--- src/rtl/i2c_pkg.sv ---
// Shared constants and helpers for the I2C core's byte FIFOs.
package i2c_pkg;

    localparam int I2C_DATA_WIDTH = 8;
    localparam int I2C_FIFO_DEPTH = 16;

    // Constant-expression ceil(log2) for tools that mishandle $clog2 in parameter contexts.
    function automatic int clog2(input int value);
        int result;
        result = 0;
        for (int i = 0; i < 31; i++) begin
            if ((1 << i) < value) result = i + 1;
        end
        return result;
    endfunction

endpackage

--- src/rtl/i2c_byte_fifo_if.sv ---
// Host/master-side bundle of an i2c_byte_fifo. The optional o_peak port exists only
// when I2C_FIFO_PEAK_EN is defined.
interface i2c_byte_fifo_if
    import i2c_pkg::*;
#(
    parameter int DATA_WIDTH = I2C_DATA_WIDTH,
    parameter int DEPTH      = I2C_FIFO_DEPTH
);
    localparam int CW = clog2(DEPTH) + 1;

    // Push and pop are single-cycle strobes with no ready. A push is taken when the FIFO is not
    // full or a pop is taken in the same cycle. A pop is taken when the FIFO is not empty.
    // Rejected strobes raise the sticky o_overflow/o_underflow flags.
    logic                  i_clear;
    logic                  i_wr_en;
    logic [DATA_WIDTH-1:0] i_wr_data;
    logic                  i_rd_en;
    logic                  i_err_clr;
    logic [DATA_WIDTH-1:0] o_rd_data;
    logic                  o_empty;
    logic                  o_full;
    logic                  o_almost_empty;
    logic                  o_almost_full;
    logic [CW-1:0]         o_count;
    logic                  o_overflow;
    logic                  o_underflow;
`ifdef I2C_FIFO_PEAK_EN
    logic [CW-1:0]         o_peak;
`endif

    modport master (
        output i_clear, i_wr_en, i_wr_data, i_rd_en, i_err_clr,
        input  o_rd_data, o_empty, o_full, o_almost_empty, o_almost_full,
               o_count, o_overflow, o_underflow
`ifdef I2C_FIFO_PEAK_EN
        , input o_peak
`endif
    );

    modport slave (
        input  i_clear, i_wr_en, i_wr_data, i_rd_en, i_err_clr,
        output o_rd_data, o_empty, o_full, o_almost_empty, o_almost_full,
               o_count, o_overflow, o_underflow
`ifdef I2C_FIFO_PEAK_EN
        , output o_peak
`endif
    );

endinterface

--- src/rtl/i2c_fifo_mem.sv ---
// Simple dual-port register array with a synchronous write port and an asynchronous read port.
module i2c_fifo_mem
    import i2c_pkg::*;
#(
    parameter int DATA_WIDTH = I2C_DATA_WIDTH,
    parameter int DEPTH      = I2C_FIFO_DEPTH,
    parameter int AW         = clog2(DEPTH)
) (
    input  logic                  clk,
    input  logic                  wr_en,
    input  logic [AW-1:0]         wr_addr,
    input  logic [DATA_WIDTH-1:0] wr_data,
    input  logic [AW-1:0]         rd_addr,
    output logic [DATA_WIDTH-1:0] rd_data
);

    logic [DATA_WIDTH-1:0] mem [DEPTH];

    always_ff @(posedge clk) begin
        if (wr_en) mem[wr_addr] <= wr_data;
    end

    assign rd_data = mem[rd_addr];

endmodule

--- src/rtl/i2c_byte_fifo.sv ---
// First-word-fall-through byte FIFO between host and i2c_master.
// Define I2C_FIFO_PEAK_EN to add the o_peak occupancy high-water mark.
module i2c_byte_fifo
    import i2c_pkg::*;
#(
    parameter int DATA_WIDTH       = I2C_DATA_WIDTH,
    parameter int DEPTH            = I2C_FIFO_DEPTH,
    parameter int ALMOST_FULL_LVL  = 12,
    parameter int ALMOST_EMPTY_LVL = 2
) (
    input  logic i_clk,
    input  logic i_reset,
    i2c_byte_fifo_if.slave bus
);

    localparam int AW = clog2(DEPTH);
    localparam int CW = AW + 1;
    localparam logic [CW-1:0] FULL_CNT = CW'(DEPTH);
    localparam logic [CW-1:0] AF_CNT   = CW'(ALMOST_FULL_LVL);
    localparam logic [CW-1:0] AE_CNT   = CW'(ALMOST_EMPTY_LVL);

    logic [AW-1:0]         wr_ptr, wr_ptr_next, rd_ptr, rd_ptr_next;
    logic [CW-1:0]         count, count_next;
    logic                  empty, full, almost_empty, almost_full;
    logic                  overflow, overflow_next, underflow, underflow_next;
    logic                  pop_ok, push_ok, mem_we;
    logic [DATA_WIDTH-1:0] head;

    assign pop_ok  = bus.i_rd_en && !empty;
    assign push_ok = bus.i_wr_en && (!full || pop_ok);
    assign mem_we  = push_ok && !bus.i_clear;

    always_comb begin
        wr_ptr_next    = wr_ptr;
        rd_ptr_next    = rd_ptr;
        count_next     = count;
        overflow_next  = overflow;
        underflow_next = underflow;
        if (bus.i_clear) begin
            wr_ptr_next    = '0;
            rd_ptr_next    = '0;
            count_next     = '0;
            overflow_next  = 1'b0;
            underflow_next = 1'b0;
        end else begin
            if (push_ok) wr_ptr_next = wr_ptr + 1'b1;
            if (pop_ok)  rd_ptr_next = rd_ptr + 1'b1;
            if (push_ok && !pop_ok)      count_next = count + 1'b1;
            else if (pop_ok && !push_ok) count_next = count - 1'b1;
            // A fresh error outranks a same-cycle err_clr.
            if (bus.i_wr_en && !push_ok) overflow_next = 1'b1;
            else if (bus.i_err_clr)      overflow_next = 1'b0;
            if (bus.i_rd_en && empty)    underflow_next = 1'b1;
            else if (bus.i_err_clr)      underflow_next = 1'b0;
        end
    end

    always_ff @(posedge i_clk or posedge i_reset) begin
        if (i_reset) begin
            wr_ptr       <= '0;
            rd_ptr       <= '0;
            count        <= '0;
            empty        <= 1'b1;
            full         <= 1'b0;
            almost_empty <= 1'b1;
            almost_full  <= 1'b0;
            overflow     <= 1'b0;
            underflow    <= 1'b0;
        end else begin
            wr_ptr       <= wr_ptr_next;
            rd_ptr       <= rd_ptr_next;
            count        <= count_next;
            empty        <= (count_next == '0);
            full         <= (count_next == FULL_CNT);
            almost_empty <= (count_next <= AE_CNT);
            almost_full  <= (count_next >= AF_CNT);
            overflow     <= overflow_next;
            underflow    <= underflow_next;
        end
    end

    i2c_fifo_mem #(
        .DATA_WIDTH (DATA_WIDTH),
        .DEPTH      (DEPTH),
        .AW         (AW)
    ) u_mem (
        .clk     (i_clk),
        .wr_en   (mem_we),
        .wr_addr (wr_ptr),
        .wr_data (bus.i_wr_data),
        .rd_addr (rd_ptr),
        .rd_data (head)
    );

    assign bus.o_rd_data      = empty ? '0 : head;
    assign bus.o_empty        = empty;
    assign bus.o_full         = full;
    assign bus.o_almost_empty = almost_empty;
    assign bus.o_almost_full  = almost_full;
    assign bus.o_count        = count;
    assign bus.o_overflow     = overflow;
    assign bus.o_underflow    = underflow;

`ifdef I2C_FIFO_PEAK_EN
    logic [CW-1:0] peak, peak_next;

    always_comb begin
        peak_next = peak;
        if (bus.i_clear || bus.i_err_clr) peak_next = '0;
        else if (count_next > peak)       peak_next = count_next;
    end

    always_ff @(posedge i_clk or posedge i_reset) begin
        if (i_reset) peak <= '0;
        else         peak <= peak_next;
    end

    assign bus.o_peak = peak;
`endif

endmodule
--- src/flat_wrapper.sv ---
// flat-port wrapper written by rule: the top's interface ports become plain ports
module i2c_byte_fifo_flat import i2c_pkg::*;
#(
    parameter int DATA_WIDTH       = I2C_DATA_WIDTH,
    parameter int DEPTH            = I2C_FIFO_DEPTH,
    parameter int ALMOST_FULL_LVL  = 12,
    parameter int ALMOST_EMPTY_LVL = 2
)
  (i_clk, i_reset, bus_i_clear, bus_i_wr_en, bus_i_wr_data, bus_i_rd_en, bus_i_err_clr, bus_o_rd_data, bus_o_empty, bus_o_full, bus_o_almost_empty, bus_o_almost_full, bus_o_count, bus_o_overflow, bus_o_underflow);
  i2c_byte_fifo_if #(.DATA_WIDTH(DATA_WIDTH), .DEPTH(DEPTH)) bus_i ();
  input  logic i_clk;
  input  logic i_reset;
  input wire logic [$bits(bus_i.i_clear)-1:0] bus_i_clear;
  input wire logic [$bits(bus_i.i_wr_en)-1:0] bus_i_wr_en;
  input wire logic [$bits(bus_i.i_wr_data)-1:0] bus_i_wr_data;
  input wire logic [$bits(bus_i.i_rd_en)-1:0] bus_i_rd_en;
  input wire logic [$bits(bus_i.i_err_clr)-1:0] bus_i_err_clr;
  output wire logic [$bits(bus_i.o_rd_data)-1:0] bus_o_rd_data;
  output wire logic [$bits(bus_i.o_empty)-1:0] bus_o_empty;
  output wire logic [$bits(bus_i.o_full)-1:0] bus_o_full;
  output wire logic [$bits(bus_i.o_almost_empty)-1:0] bus_o_almost_empty;
  output wire logic [$bits(bus_i.o_almost_full)-1:0] bus_o_almost_full;
  output wire logic [$bits(bus_i.o_count)-1:0] bus_o_count;
  output wire logic [$bits(bus_i.o_overflow)-1:0] bus_o_overflow;
  output wire logic [$bits(bus_i.o_underflow)-1:0] bus_o_underflow;
  assign bus_i.i_clear = bus_i_clear;
  assign bus_i.i_wr_en = bus_i_wr_en;
  assign bus_i.i_wr_data = bus_i_wr_data;
  assign bus_i.i_rd_en = bus_i_rd_en;
  assign bus_i.i_err_clr = bus_i_err_clr;
  assign bus_o_rd_data = bus_i.o_rd_data;
  assign bus_o_empty = bus_i.o_empty;
  assign bus_o_full = bus_i.o_full;
  assign bus_o_almost_empty = bus_i.o_almost_empty;
  assign bus_o_almost_full = bus_i.o_almost_full;
  assign bus_o_count = bus_i.o_count;
  assign bus_o_overflow = bus_i.o_overflow;
  assign bus_o_underflow = bus_i.o_underflow;
  i2c_byte_fifo #(.DATA_WIDTH(DATA_WIDTH), .DEPTH(DEPTH), .ALMOST_FULL_LVL(ALMOST_FULL_LVL), .ALMOST_EMPTY_LVL(ALMOST_EMPTY_LVL)) u_core (.i_clk(i_clk), .i_reset(i_reset), .bus(bus_i));
endmodule
--- config.mk ---
export PLATFORM = sky130hd
export DESIGN_NAME = i2c_byte_fifo_flat
export DESIGN_NICKNAME = d
export VERILOG_FILES = /design/src/rtl/i2c_pkg.sv /design/src/rtl/i2c_byte_fifo_if.sv /design/src/rtl/i2c_fifo_mem.sv /design/src/rtl/i2c_byte_fifo.sv /design/src/flat_wrapper.sv
export SDC_FILE = /design/constraint.sdc
export NUM_CORES = 1
export LEC_CHECK = 0
export CELL_PAD_IN_SITES_DETAIL_PLACEMENT = 1
export CELL_PAD_IN_SITES_GLOBAL_PLACEMENT = 1
export CORE_AREA = 5 5 126 128
export CTS_BUF_LIST = sky130_fd_sc_hd__clkbuf_8
export DETAILED_ROUTE_END_ITERATION = 7
export DIE_AREA = 0 0 131 133
export GPL_TIMING_DRIVEN = 0
export PLACE_DENSITY_LB_ADDON = 0.12
export SLEW_MARGIN = 10
export SYNTH_ARGS = -nofsm -noshare
export SYNTH_HDL_FRONTEND = slang
export SYNTH_SLANG_ARGS = --single-unit
--- constraint.sdc ---
create_clock -name i_clk -period 4.1 [get_ports i_clk]
set_input_delay 0.41 -clock i_clk [delete_from_list [all_inputs] [get_ports i_clk]]
set_output_delay 0.41 -clock i_clk [all_outputs]
set_load 0.01 [all_outputs]
== Yosys cells after proc, flatten, opt, wreduce, memory -nomap -nowiden ==
Memories as Yosys holds them, arrays and structs flattened.
Index checks and enable logic that the tools add are counted.
Storage, ports and cells
  bits in registers: 19
  bits in writable memories: 128
  input port bits: 14
  output and inout bits: 19
  logic and storage cells: 50
  memories: 1
Memories
  u_core.u_mem.mem: words 16, bits a word 8, rd ports 1, clocked after memory_dff 0, wr ports 1, line i2c_fifo_mem.sv:17  | logic [DATA_WIDTH-1:0] mem [DEPTH];
Operators by class
  $add $sub $neg: 4
  $lt $le $gt $ge: 2
  equality and inequality tests: 1
  multiplexer cells: 15
  reductions and logical operators: 18
Operator list (count)
  $mux W4: 4
  $mux W5: 3
  $add A4 B1 Y4 const B: 2
  $mux W8: 1
  $logic_and A1 B1 Y1: 7
  $mux W1: 7
  $reduce_bool A3 Y1: 2
  $add A5 B1 Y5 const B: 1
  $eq A5 B5 Y1 const B: 1
  $ge A5 B4 Y1 const B: 1
  $le A5 B2 Y1 const B: 1
  $logic_not A1 Y1: 5
  $logic_not A5 Y1: 1
  $sub A5 B1 Y5 const B: 1
  $reduce_bool A2 Y1: 2
  $logic_or A1 B1 Y1: 1

== Logic depth before layout (Yosys ltp) ==
  depth in word-level cells: 10
  mapped depth: 7
  depth with buffers taken out: 7

== Hierarchy ==
A second synthesis with hierarchy kept.
Second synthesis, totals
  cell total of the unflattened synthesis: 325
  area total of the unflattened synthesis: 6048.3 µm²
Modules (own cells, without submodules)
  i2c_fifo_mem: instances 1, cells an instance 221, area each 4987.3 µm², sequential area each 3843.7 µm²
  i2c_byte_fifo: instances 1, cells an instance 104, area each 1061.0 µm², sequential area each 478.0 µm²

== Least setup slack after synthesis ==
No wires, ideal clock.
  path kind: register -> register
  from: reg u_core.empty, in the netlist u_core.bus.o_empty
  to: mem u_core.u_mem.mem[3][0] (netlist name) (enable)
  library setup time: 0.395 ns
  arrival time: 1.943 ns
  required time: 3.705 ns
  slack: 1.762 ns
  stages on the path, launching flop included: 6
  buffers on the path: 1
  clock period less this slack: 2.338 ns
  cells stage by stage: dfstp_2 > nand2b_1 > buf_2 > a21oi_2 > nand2_1 > nor4_1
On the way
  longest elaborated chain between the ends: 7
Ends and longest elaborated chain
  from (decl): line i2c_byte_fifo.sv:24  | logic empty, full, almost_empty, almost_full;
  from (signal assigned): line i2c_byte_fifo.sv:73  | empty <= (count_next == '0);
  $logic_not A1 Y1: line i2c_byte_fifo.sv:29  | assign pop_ok = bus.i_rd_en && !empty;
  $logic_and A1 B1 Y1: line i2c_byte_fifo.sv:29
  $logic_or A1 B1 Y1: line i2c_byte_fifo.sv:30  | assign push_ok = bus.i_wr_en && (!full || pop_ok);
  $logic_and A1 B1 Y1: line i2c_byte_fifo.sv:30
  $logic_and A1 B1 Y1: line i2c_byte_fifo.sv:31  | assign mem_we = push_ok && !bus.i_clear;
  $mux W1: line i2c_fifo_mem.sv:20  | if (wr_en) mem[wr_addr] <= wr_data;
  $mux W1 (implied by the code): line i2c_fifo_mem.sv:20
  to (decl): line i2c_fifo_mem.sv:17
No other way between the ends.

== Worst setup path in the final report ==
  from: reg u_core.rd_ptr[1]
  to: out bus_o_rd_data[7]
On the way
  longest elaborated chain between the ends: 2
Ends and longest elaborated chain
  from (decl): line i2c_byte_fifo.sv:22  | logic [AW-1:0] wr_ptr, wr_ptr_next, rd_ptr, rd_ptr_next;
  from (signal assigned): line i2c_byte_fifo.sv:71  | rd_ptr <= rd_ptr_next;
  $mem_v2 Z16 W8
  $mux W8: line i2c_byte_fifo.sv:95  | assign bus.o_rd_data = empty ? '0 : head;
  to (decl): line flat_wrapper.sv:18  | output wire logic [$bits(bus_i.o_rd_data)-1:0] bus_o_rd_data;
No other way between the ends.

==> results_dict.tcl <==
set metrics [dict create \
    dr.first_iter.drc_count 191 \
    antenna_found_initial 0 \
    num_antenna_cells 0 \
    fin_skew_ns 0.00768 \
    crit_top_cell "clkbuf_1" \
    design.core.area_um2 14800 \
    fin_nets 402 \
    clock-sinks 147 \
    post_cts_buffers 0 \
    root_buffer "clkbuf_8" \
    cpMaxStageDelayCell "clkbuf_1" \
    synth-seq-area-share 0.715 \
    antenna_left 0 \
    synthesis.nets 350 \
    timing.slew.headroom 0.340 \
    ioPinCount 33 \
    area_delta_synth_final_pct 14.8 \
    rsz0062_at_grt "false" \
    clockBufferDepth 2 \
    layout_worst_path_cycle_share 0.854 \
    critical_path_class "reg2out" \
    synth_seq_cells 147 \
    synth-edff-count 128 \
    slew_viol_final 0 \
    drive_above_1_share 0.198 \
    power_density_nw_per_um2 482 \
    drc 0 \
    cts_made_buffers 17 \
    fp.dieH_um 133 \
    grt_pass1_wl_um 20000 \
    status "completed" \
    cp.arrival_ns 3.09 \
    max_freq_mhz 286 \
    cts_resized 0 \
    dr_total_vias 3051 \
    pre_cts_slack_ns 1.02 \
    cap_viol_max_count 0 \
    synthCells 329 \
    fin_setup_tns_ns 0 \
    cp-start-kind "flop" \
    cts_tree "done" \
    critPathMaxStageDelay_ns 0.64 \
    async_flop_share 0.129 \
    place_hpwl_um 8540 \
    tightest_slew_ns 0.986 \
    wl_per_cell_um 21.8 \
    cp_data_required_time_ns 3.69 \
    whs_ns 0.406 \
    syn_area_um2 6040 \
    yosysWarnings 0 \
    start_util 0.410 \
    io_buffers 31 \
    first_global_vias 3407 \
    crit_fanout 10 \
    critPathCaptureType "output pin" \
    finalSetupViolations 0 \
    p_leak_nw 2.31 \
    rows 45 \
    viasPerCell 5.25 \
    setup_ws_ns 0.600 \
    ir_drop_mv 0.183 \
    overflow 0 \
    hold_buffers 0 \
    cp_cell_sequence "clkbuf_1, clkbuf_1, mux4_2, mux2i_1, o22ai_1, clkdlybuf4s50_1" \
    routed_wirelength_um 12700 \
    synth_cell_type_count 43 \
    hold_path_class "in2async" \
    place.gp.congestion 0.738 \
    clock_latency_ns 0.43 \
    syn_area_per_cell_um2 18.4 \
    grt_max_degree 20 \
    die_w_um 131 \
    post-route-min-period_ns 3.50 \
    hold_viol 0 \
    drtPass1Iterations 4 \
    clkTransAtPathRegs_ns 0.08 \
    h-tree-depth 4 \
    grt_usage 0.159 \
    synthFlopType "edfxtp_1" \
    die_area_um2 17400 \
]
[layout by cell type (no fill, tap or decap), drive strengths merged, types with 2 or more instances in the layout]
cell,Yosys,final
and3,2,2
xor2,4,4
nor2,17,17
nor3b,2,2
a21oi,4,4
ha,7,7
a31oi,2,2
xnor2,3,3
nor2b,2,2
inv,11,16
dfstp,2,2
edfxtp,128,128
mux4,32,32
clkdlybuf4s50,0,31
o22ai,8,8
mux2i,21,21
and2,12,12
a211o,2,2
buf,10,12
clkinv,0,8
nand4,2,2
and2b,2,2
clkbuf,8,25
nand3,2,2
nand2,7,7
nand2b,6,6
nor3,5,5
dfrtp,17,17
[area by class of cell]
type / count / area, µm²
well taps: 188 / 235
multi-input cells: 153 / 1620
clock buffers: 17 / 234
flip-flops and latches: 147 / 4320
clock inverters: 14 / 83.8
repair buffers: 33 / 325
plain buffers: 18 / 76.3
fillers: 1429 / 7820
inverters: 11 / 41.3
[worst max-delay path, delay by kind of cell, from the launching register on]
kind / cells / cell delay, ns
multiplexers: 2 / 0.45
flip-flops: 1 / 0.36
AO/OA/AOI/OAI: 1 / 0.27
buffers and inverters: 3 / 1.58
[flip-flops by register name (all words and copies together) (netlist names)]
name / cells
u_core.bus.o_empty: 1
u_core.bus.o_full: 1
u_core.bus.o_count: 5
u_core.wr_ptr: 4
u_core.bus.o_overflow: 1
u_core.rd_ptr: 4
u_core.bus.o_almost_full: 1
u_core.bus.o_almost_empty: 1
u_core.bus.o_underflow: 1
u_core.u_mem.mem: 128
[path summary, 6_finish.rpt]
kind                                       start                      to  slack, ns  cells past startpoint
max                             u_core.rd_ptr[1]        bus_o_rd_data[7]       0.60                      6
min                                      i_reset        u_core.wr_ptr[3]       0.41                      2
max reg2reg                   u_core.bus.o_empty  u_core.u_mem.mem[2][2]       1.60                      5
min reg2reg                u_core.bus.o_overflow   u_core.bus.o_overflow       0.52                      2
max in group asynchronous                i_reset        u_core.rd_ptr[0]       3.22                      2
min in group i_clk         u_core.bus.o_overflow   u_core.bus.o_overflow       0.52                      2
[layer usage]
metal	GRT usage	vias to the layer above	wire length (µm)
li1	-	1392	-
met1	0.206	1579	5560
met2	0.263	65	6420
met3	0.0363	15	501
met4	0.0549	0	173
met5	0	-	0
[cells by family (layout without fill, tap and decap cells)]
family / count (synthesis) / after routing / share of synthesized area
AO/OA/AOI/OAI: 21 / 21 / 0.0244
XOR/XNOR: 7 / 7 / 0.0101
adder cells (fa/ha/maj): 7 / 7 / 0.0145
buffers and inverters: 29 / 93 / 0.0195
flip-flops: 147 / 147 / 0.715
multiplexers: 53 / 53 / 0.155
AND/OR/NAND/NOR: 65 / 65 / 0.0615
[cell usage after synthesis, drive strengths merged, types with 5 or more instances]
cell    number  area (µm²)
and2        12        75.1
buf         10        46.3
clkbuf       8        30.0
dfrtp       17         425
edfxtp     128        3840
ha           7        87.6
inv         11        41.3
mux2i       21         214
mux4        32         721
nand2        7        28.8
nand2b       6        37.5
nor2        17        63.8
nor3         5        25.0
o22ai        8        50.1
[where the power goes]
part / total (mW) / internal, mW / leakage (nW) / switching [mW]
Sequential: 1.72 / 1.68 / 1.41 / 0.0403
Combinational: 0.683 / 0.349 / 0.718 / 0.334
Clock: 0.941 / 0.451 / 0.185 / 0.491
[stage by stage]
stage	area, µm²	total power, mW	utilization	cells
after global routing	6940	3.51	0.470	581
after floorplan	6040	2.17	-	329
after CTS	6940	3.39	0.470	581
after detailed placement	6620	2.45	0.449	550
after global placement	6590	2.44	0.447	548
final	6940	3.34	0.470	581
Note: power is estimated with default switching activity, not from simulation.
==> RTL change (config.mk and constraints unchanged) <==
`ALMOST_FULL_LVL` is set to 12 in 2 places; all go to 8.
--- a/src/rtl/i2c_byte_fifo.sv
+++ b/src/rtl/i2c_byte_fifo.sv
@@ -6,5 +6,5 @@
     parameter int DATA_WIDTH       = I2C_DATA_WIDTH,
     parameter int DEPTH            = I2C_FIFO_DEPTH,
-    parameter int ALMOST_FULL_LVL  = 12,
+    parameter int ALMOST_FULL_LVL  = 8,
     parameter int ALMOST_EMPTY_LVL = 2
 ) (
--- a/src/flat_wrapper.sv
+++ b/src/flat_wrapper.sv
@@ -4,5 +4,5 @@
     parameter int DATA_WIDTH       = I2C_DATA_WIDTH,
     parameter int DEPTH            = I2C_FIFO_DEPTH,
-    parameter int ALMOST_FULL_LVL  = 12,
+    parameter int ALMOST_FULL_LVL  = 8,
     parameter int ALMOST_EMPTY_LVL = 2
 )
Behaviour: not the same (a bounded check fails within 10 cycles, from zero or initial values and one cycle with i_reset high).
==> RTL change against the unedited design <==
Setup slack improved by 32 ps. Register-to-register slack improved by 60 ps. Design area grew 2.4%. Area after synthesis increased by 0.75%. Largest cell class unchanged. Largest power group unchanged. Wire length increased by 0.21%. Sequential cell count did not move. Total power grew 8.0%. Clock skew rose by 3.2 ps.
==> RTL change: results (changes against the unedited design) <==
[status]
status = completed

[placed_design]
place_congestion = 0.7392  ; +0.12%
dp.cells = 531  ; -3.5%
port-buffer-count = 32  ; +3.2%
dp_hpwl_mm = 8.740  ; +2.4%
placed_cell_area_mm2 = 0.006666  ; +0.72%
pre_cts_slack_ps = 1040  ; +19.07 ps

[worst_setup_path]
crit_fanout = 10  ; unchanged
rrSetupSlack_ps = 1660  ; +60 ps
cp_top_family = buffers and inverters
cpPeakStageDelay_ps = 570  ; -70 ps
worstSetupStartpoint = u_core.rd_ptr[2]
worstReg2RegEnd = u_core.u_mem.mem[1][3]
reg2regPathDepth = 5  ; unchanged
critPathCapture = bus_o_rd_data[6]

[drt]
drtPass1Iterations = 4  ; unchanged
routedWlPerCell_um = 22.52  ; +3.4%
post_drt_via_cell_ratio = 5.266  ; +0.29%
drt-initial-drc-count = 184  ; -3.7%
num_vias = 2965  ; -2.8%

[synth]
synthTopCellsByCount = 128 x edfxtp_1, 33 x mux4_2, 19 x nor2_1
synth-compound-area-share_pct = 1.829  ; -0.61 points
synthAdderAreaFrac_pct = 1.439  ; -0.011 points
synth_area_leaders = edfxtp_1 63%, mux4_2 12%, dfrtp_1 7.0%
syn_avg_cell_area_um2 = 19.64  ; +6.9%
synth-xor-area-share_pct = 1.151  ; +0.14 points
ys_seq_area_share_pct = 71.00  ; -0.53 points
synth_mux_area_share_pct = 15.60  ; +0.13 points
synthDistinctLibCells = 44  ; +2.3%
syn_nets = 331  ; -5.4%

[grt]
grt_pass1_vias = 3312  ; -2.8%
grt_pass1_wl_mm = 19.82  ; -0.76%
antenna_found_initial = 0  ; unchanged
grt_usage_pct = 15.84  ; -0.079 points

[power_and_ir_drop]
p_int_mw = 2.736  ; +10%
leakage_nw = 2.345  ; +1.6%
peakVddDrop_mv = 0.2103  ; +15%

[cts]
clkSlewWorstSetupHoldPaths_ps = 80  ; about the same
cts_max_level = 4  ; unchanged
clock_latency_ps = 440
cts_buffers = 17  ; unchanged
cts_resized = 0  ; unchanged

[timing]
timing.final.crit_share_pct = 84.60  ; -0.77 points
hold_slack_ps = 406.2  ; -0.07700 ps
worst_slew_pin_slew_ps = 817.0  ; -169.3 ps
finalClockSkew_ps = 10.90  ; +3.220 ps

[cells_and_area]
num-nets-final = 383  ; -4.7%
layout-drive-gt1-share_pct = 23.20  ; +3.4 points

[hold_path]
hold_class = in -> async

[RTL change: layer usage]
layer  routed length [um]  vias to the layer above  track usage, %  part of all wire [%]
met5                    0                        -               0                     0
met4                  148                        0           5.314                   1.2
met3                  311                       11           3.472                   2.5
met2                 6652                       43           26.04                    52
met1                 5567                     1575           20.77                    44
li1                     -                     1336               -                     -
[RTL change: cell type report]
class / count / area [um^2]
tap: 188 / 235.2
sequential: 147 / 4322
clock buffer: 20 / 275.3
buffer: 16 / 131.4
timing repair buffer: 33 / 327.8
inverter: 7 / 26.28
clock inverter: 12 / 162.7
multi-input combinational: 140 / 1624
fill: 1383 / 7647
[RTL change: power by group through the flow]
stage          Clock, mW  Combinational [mW]  Sequential, mW
2_1_floorplan          0               0.413            1.75
3_3_place_gp           0               0.671            1.75
3_5_place_dp           0               0.682            1.75
4_1_cts             1.26               0.686            1.72
5_1_grt             1.32               0.726            1.72
6_report            1.23               0.665            1.72
